**config.mk**
```make
export PLATFORM = sky130hd
export DESIGN_NAME = sprite_rom_arbiter
export DESIGN_NICKNAME = d
export VERILOG_FILES = /design/src/rtl/sprite_rom_arbiter.sv
export SDC_FILE = /design/constraint.sdc
export NUM_CORES = 1
export LEC_CHECK = 0
export BUFFER_PORTS_ARGS = -buffer_cell sky130_fd_sc_hd__buf_2
export CORE_MARGIN = 2
export CORE_UTILIZATION = 40
export CTS_BUF_LIST = sky130_fd_sc_hd__clkbuf_8
export DETAILED_ROUTE_END_ITERATION = 10
export GPL_ROUTABILITY_DRIVEN = 0
export PLACE_DENSITY = 0.89
export SYNTH_ARGS = -nofsm -noshare
export SYNTH_HDL_FRONTEND = slang
export SYNTH_SLANG_ARGS = --single-unit
```
**constraint.sdc**
```tcl
create_clock -name clk -period 5.12 [get_ports clk]
set_input_delay 0.768 -clock clk [delete_from_list [all_inputs] [get_ports clk]]
set_output_delay 0.768 -clock clk [all_outputs]
set_load 0.01 [all_outputs]
```
**src/rtl/sprite_rom_arbiter.sv**
```systemverilog
// Round-robin arbiter sharing one synchronous-read sprite ROM among NREQ requesters.
// Grants one read per cycle and returns the pixel two cycles later with a one-hot owner strobe.
module sprite_rom_arbiter #(
  parameter int NREQ = 4,
  parameter int AW   = 12,
  parameter int DW   = 16
) (
  input  logic              clk,
  input  logic              reset,
  input  logic [NREQ-1:0]   req,
  input  logic [NREQ*AW-1:0] req_addr,
  output logic [NREQ-1:0]   gnt,
  output logic [AW-1:0]     rom_address,
  input  logic [DW-1:0]     rom_data,
  output logic [DW-1:0]     rd_data,
  output logic [NREQ-1:0]   rd_valid,
  output logic              busy
);

  localparam int PW = (NREQ > 1) ? $clog2(NREQ) : 1;

  // Handshake: a requester holds req[i] high with req_addr stable until it sees
  // gnt[i]=1 at a rising edge; that edge is the transfer, and the ROM never stalls.

  logic [PW-1:0]   ptr_q, ptr_d;
  logic [NREQ-1:0] tag1_q, tag1_d;
  logic [NREQ-1:0] rd_valid_q;
  logic [DW-1:0]   rd_data_q;

  logic [AW-1:0]   addr_a [NREQ];
  logic [PW:0]     sum;
  logic [PW-1:0]   cand;
  logic [PW-1:0]   win;
  logic            found;

  for (genvar g = 0; g < NREQ; g++) begin : g_addr
    assign addr_a[g] = req_addr[g*AW +: AW];
  end

  always_comb begin
    sum         = '0;
    cand        = '0;
    win         = '0;
    found       = 1'b0;
    gnt         = '0;
    rom_address = '0;
    ptr_d       = ptr_q;
    tag1_d      = '0;
    if (!reset) begin
      // Walk ptr, ptr+1, ... modulo NREQ; the first active request wins.
      for (int k = 0; k < NREQ; k++) begin
        sum = {1'b0, ptr_q} + (PW+1)'(k);
        if (sum >= (PW+1)'(NREQ)) begin
          sum = sum - (PW+1)'(NREQ);
        end
        cand = sum[PW-1:0];
        if (!found && req[cand]) begin
          found = 1'b1;
          win   = cand;
        end
      end
      if (found) begin
        gnt[win]    = 1'b1;
        rom_address = addr_a[win];
        if (win == PW'(NREQ-1)) begin
          ptr_d = '0;
        end else begin
          ptr_d = win + PW'(1);
        end
      end
      tag1_d = gnt;
    end
  end

  always_ff @(posedge clk) begin
    if (reset) begin
      ptr_q      <= '0;
      tag1_q     <= '0;
      rd_valid_q <= '0;
      rd_data_q  <= '0;
    end else begin
      ptr_q      <= ptr_d;
      tag1_q     <= tag1_d;
      rd_valid_q <= tag1_q;
      if (|tag1_q) begin
        rd_data_q <= rom_data;
      end
    end
  end

  assign rd_data  = rd_data_q;
  assign rd_valid = rd_valid_q;
  assign busy     = (|tag1_q) | (|rd_valid_q);

endmodule

```
==> impl_metrics.toml, run 1 <==
[run_status]
status = "finished clean"

[sta]
skew_ns = 0.00365
relSlewSlack_pct = 42.9
worst_pin_slew_ns = 0.851
min_period_ns = 3.01
final-setup-viol-count = 0
fmax_mhz = 332
drv_slew = 0
fin_crit_sh_pct = 58.8
finalHoldViolations = 0
fin_tns_setup_ns = 0
rsz0062_at_grt = "false"
holdWs_ns = 0.448

[min_path]
hp-class = "reg -> reg"
worstHoldEndpoint = "rd_data[13]"
min-delay-start = "rd_data[13]"
holdPathStages = 2

[yosys]
yosysWarnings = 0
synth_area_leaders = "dfxtp_1, mux2i_1, nand2_1, a21oi_1, o22ai_1"
synth_seq_area_share_pct = 37.1
synth_top_area_share_pct = 37.1
yosys.cell_types.count = 22
synth_seq_cells = 26
syn_avg_cell_area_um2 = 8.82
synth_area_leader_cell = "dfxtp_1"
syn_inst = 159
synth_area_um2 = 1400
synth_fp_nets = 233

[global_routing]
grt_first_pass_wirelength_um = 5350
grt_max_degree = 28
grt_overflow = 0
grt_pass1_vias = 1331
antenna_found_initial = 0
grt_usage_pct = 16.2

[clocking]
cts_inserted_buffers = 3
hold_buffers = 0
clockBufferDepth = 2
clock-sinks = 26
path_clk_slew_ns = 0.08
cts-root-buf = "clkbuf_8"
clock_latency_ns = 0.26
cts.repair.resized = 0
cts_tree = "done"
cts_htree_levels = 1
cts_setup_buffers = 0

[final_layout]
diodes = 0
area_delta_synth_final_pct = 40.5
fin_nets = 334
fillers = 308
drive_above_1_share_pct = 44.4
fin_util_pct = 58.6
design_area_um2 = 1970

[setup_path]
end_kind = "output pin"
r2r-end = "ptr_q[1]"
cp_max_fo = 27
r2r_cells = 6
cp_data_required_time_ns = 4.35
worstSetupPathType = "in -> out"
critPathArrivalTime_ns = 2.24
ff2ff_setup_slack_ns = 3.36
worstSetupStartpointType = "primary input"
r2r_start = "ptr_q[1]"

[pwr]
combinationalPowerShare_pct = 36.9
p_clk_share_pct = 25.1
p_seq_share_pct = 37.9
ir_drop_mv = 0.115
p_int_uw = 441
p_per_area_nw_per_um2 = 327
sw_frac_of_total_pct = 31.5
switchingPower_uw = 203
p_leak_uw = 0.00102
p_total_uw = 644

[floorplan]
dieArea_um2 = 4000
start_util_pct = 41.7
die_x_um = 63.2
rows = 21
coreArea_um2 = 3360
ios = 107
die_y_um = 63.2

[detailed_routing]
wire_per_inst_um = 10.5
dr_total_vias = 1448
routed_wl_um = 3220
vias_per_cell = 4.75
drtIter0Drc = 42
drc_errors = 0
ant_nets = 0
drtPass1Iterations = 4

[placed_design]
portBuffers = 106
dpl.hpwl_um = 2650
placed_area_um2 = 1900

[run]
max_cap_viol_count = 0
==> logic make-up (layout without fill, tap and decap cells) <==
kind of cell | Yosys count | after routing | share of synthesized area [%]
AND/OR/NAND/NOR | 52 | 52 | 17.4
multiplexers | 26 | 26 | 18.6
AO/OA/AOI/OAI | 36 | 36 | 15.5
flip-flops | 26 | 26 | 37.1
adder cells (fa/ha/maj) | 4 | 4 | 3.57
buffers and inverters | 15 | 115 | 7.85
==> layout make-up <==
cell class	instances	area (um^2)	area share, %
Tap cell	46	57.6	2.92
Multi-Input combinational cell	118	772	39.2
Sequential cell	26	520	26.4
Inverter	5	18.8	0.952
Clock inverter	1	30.0	1.52
Clock buffer	3	41.3	2.10
Timing Repair Buffer	106	531	26.9
==> cells in the mapped netlist, drive strengths merged <==
| cell | instances |
|---|---|
| o21ai | 2 |
| or4 | 1 |
| nor4 | 3 |
| dfxtp | 26 |
| o2bb2a | 1 |
| a21oi | 20 |
| inv | 5 |
| mux2i | 26 |
| and2 | 4 |
| o22ai | 12 |
| o32ai | 1 |
| nor2b | 4 |
| nor2 | 4 |
| clkbuf | 3 |
| nand2 | 36 |
| ha | 4 |
| buf | 7 |
==> stage by stage <==
step / std cells / setup slack, ns
floorplan: 159 / 2.55
global placement: 301 / 2.13
detailed placement: 301 / 2.09
CTS: 305 / 2.09
global route: 305 / 1.97
finish: 305 / 2.11
==> cells in the final DEF (no fill, tap or decap) <==
master and count:
nand2_1 36, o21ai_0 1, o21ai_2 1, nor2_2 1, o2bb2a_4 1, a21oi_1 20, nor4_1 2, o32ai_1 1
nor2b_1 4, mux2i_1 26, inv_1 4, o22ai_1 12, inv_2 1, ha_1 4, and2_1 4, or4_1 1
bufinv_16 1, nor4_4 1, buf_2 106, clkbuf_8 3, dfxtp_1 26, nor2_1 3
==> metal layers <==
metal / vias up / wire length (um) / track usage [%]
met2: 80 / 1500 / 31.6
met4: 0 / 19 / 4.89
met1: 613 / 1360 / 17.1
met5: - / 0 / 0
met3: 2 / 338 / 3.75
li1: 753 / - / -
==> state kept, by name (all words and copies together) (netlist names) <==
name / cells
tag1_q: 4
ptr_q: 2
rd_valid: 4
rd_data: 16
==> critical path, stage by stage <==
cell      delay [ns]
buf_2           0.12
a21oi_1         0.18
o21ai_2         0.07
o2bb2a_4        0.49
inv_1           0.12
ha_1            0.20
and2_1          0.14
buf_2           0.14
==> worst max path at each step <==
stage          slack [ns]               to  startpoint  cells after the start
3_5_place_dp         2.09           gnt[0]      req[0]                      8
4_1_cts              2.09           gnt[0]      req[0]                      8
5_1_grt              1.97   rom_address[9]      req[2]                      6
3_3_place_gp         2.13  rom_address[10]      req[2]                      6
2_1_floorplan        2.55           gnt[1]      req[0]                      8
6_report             2.11           gnt[0]      req[0]                      8
==> power groups by stage <==
stage,Clock [uW],Combinational [uW],Sequential [uW]
floorplan,0,166,258
global placement,0,237,249
detailed placement,0,240,249
CTS,167,240,245
global route,175,268,248
finish,162,238,244
(Power assumes the default switching activity.)
==> run 2, diff against run 1 <==
CORE_UTILIZATION = 37   (was 40)
PLACE_DENSITY = 0.87   (was 0.89)
clock period = 2.55 ns   (was 5.12 ns; I/O delays follow)
==> run 2 against run 1 <==
Against the previous run:
- sequential share of layout area fell by 0.49 points
- global-route usage fell by 0.57 points
- critical path type is now reg -> out
- utilization fell by 3.7 points
- wire length rose by 5.7%
- highest routed layer unchanged
==> impl_metrics.toml, run 2 (same netlist as run 1, synthesis figures left out) <==
[run_status]
status = "finished clean"

[pwr]
switchingPower_uw = 415
p_per_area_nw_per_um2 = 654
ir_drop_mv = 0.284
p_clk_share_pct = 24.7
combinationalPowerShare_pct = 37.8
sw_frac_of_total_pct = 31.6
p_seq_share_pct = 37.4
p_int_uw = 899
p_leak_uw = 0.00104

[clocking]
hold_buffers = 0
cts_htree_levels = 1
cts_tree = "done"
clock-sinks = 26
cts.repair.resized = 0
path_clk_slew_ns = 0.08
cts_setup_buffers = 0
cts_inserted_buffers = 3
cts-root-buf = "clkbuf_8"
clock_latency_ns = 0.26
clockBufferDepth = 2

[floorplan]
rows = 22
dieArea_um2 = 4300
die_y_um = 65.6
start_util_pct = 38.3
ios = 107
die_x_um = 65.6
coreArea_um2 = 3660

[final_layout]
final_cell_mix = "buf_2, nand2_1, mux2i_1, dfxtp_1, a21oi_1"
drive_above_1_share_pct = 46.0
fin_nets = 338
layout_commonest_cell = "buf_2"
largest_reg_flops = 16
diodes = 0
design_area_um2 = 2010
area_delta_synth_final_pct = 43.2
fin_util_pct = 54.9

[setup_path]
worstSetupPathType = "reg -> out"
cp-endpoint = "rom_address[9]"
end_kind = "output pin"
cp_data_required_time_ns = 2.17
cp_max_fo = 12
critPathArrivalTime_ns = 1.97
r2r_cells = 6
r2r_start = "ptr_q[1]"
r2r-end = "ptr_q[1]"
ff2ff_setup_slack_ns = 0.92
worstSetupStartpoint = "ptr_q[1]"
worstSetupStartpointType = "flip-flop"

[placed_design]
portBuffers = 106
placed_area_um2 = 1930
dpl.hpwl_um = 2790

[detailed_routing]
drtPass1Iterations = 4
dr_total_vias = 1488
vias_per_cell = 4.78
drtIter0Drc = 71
wire_per_inst_um = 10.9
ant_nets = 0
routed_wl_um = 3400
drc_errors = 0

[min_path]
min-delay-start = "rom_data[2]"
hp-class = "in -> reg"

[sta]
rsz0062_at_grt = "false"
drv_slew = 0
finalHoldViolations = 0
min_period_ns = 2.36
relSlewSlack_pct = 65.4
fin_tns_setup_ns = 0
final-setup-viol-count = 0
skew_ns = 0.00437
fmax_mhz = 424
fin_crit_sh_pct = 92.4
worst_pin_slew_ns = 0.519

[global_routing]
grt_pass1_vias = 1332
grt_overflow = 0
antenna_found_initial = 0
grt_max_degree = 23
grt_first_pass_wirelength_um = 5400
grt_usage_pct = 15.7

[run]
max_cap_viol_count = 0
-- run 2: changes by cell type in the layout (fill, tap and decap cells not counted) --
cell and change:
buf_4 +4, nand2_1 -2, nand2_2 +2
-- run 2: final cells by class --
class	count	area (um^2)
fill	327	1650
multi-input combinational	118	777
timing repair buffer	110	561
sequential	26	520
tap	48	60.1
clock buffer	3	41.3
clock inverter	1	30.0
inverter	5	18.8
-- run 2: worst min path at each step --
stage	end	slack, ns	cells past startpoint
2_1_floorplan	rd_valid[0]	0.45	1
3_3_place_gp	rd_data[1]	0.44	2
3_5_place_dp	rd_data[2]	0.44	2
4_1_cts	rd_data[2]	0.35	3
5_1_grt	rd_data[11]	0.35	3
6_report	rd_data[2]	0.35	3
-- run 2: critical path, stage by stage (launching register included) --
cell and delay [ns]:
dfxtp_1 0.48, mux2i_1 0.23, o32ai_1 0.13, nor2_2 0.24
nand2_2 0.21, o22ai_1 0.26, buf_2 0.17
-- run 2: stage by stage --
step                instances  worst slack, ns  power, uW  hold WS [ns]
floorplan                 159            0.750        852         0.454
finish                    311            0.194       1310         0.354
detailed placement        307            0.239       1000         0.441
global route              311          0.00921       1400         0.350
global placement          307            0.251        992         0.435
CTS                       311           0.0614       1330         0.348
-- run 2: power groups by stage --
stage / clock network [uW] / registers, uW / logic [uW]
final: 325 / 492 / 497
after global routing: 351 / 498 / 553
after CTS: 334 / 492 / 501
after detailed placement: 0 / 501 / 500
after global placement: 0 / 499 / 493
after floorplan: 0 / 518 / 334
-- run 2: routing by layer --
layer,track usage (%),part of all wire (%)
met1,17.2,41
met2,30.0,49
met3,1.54,9.4
met4,7.03,1.0
met5,0,0
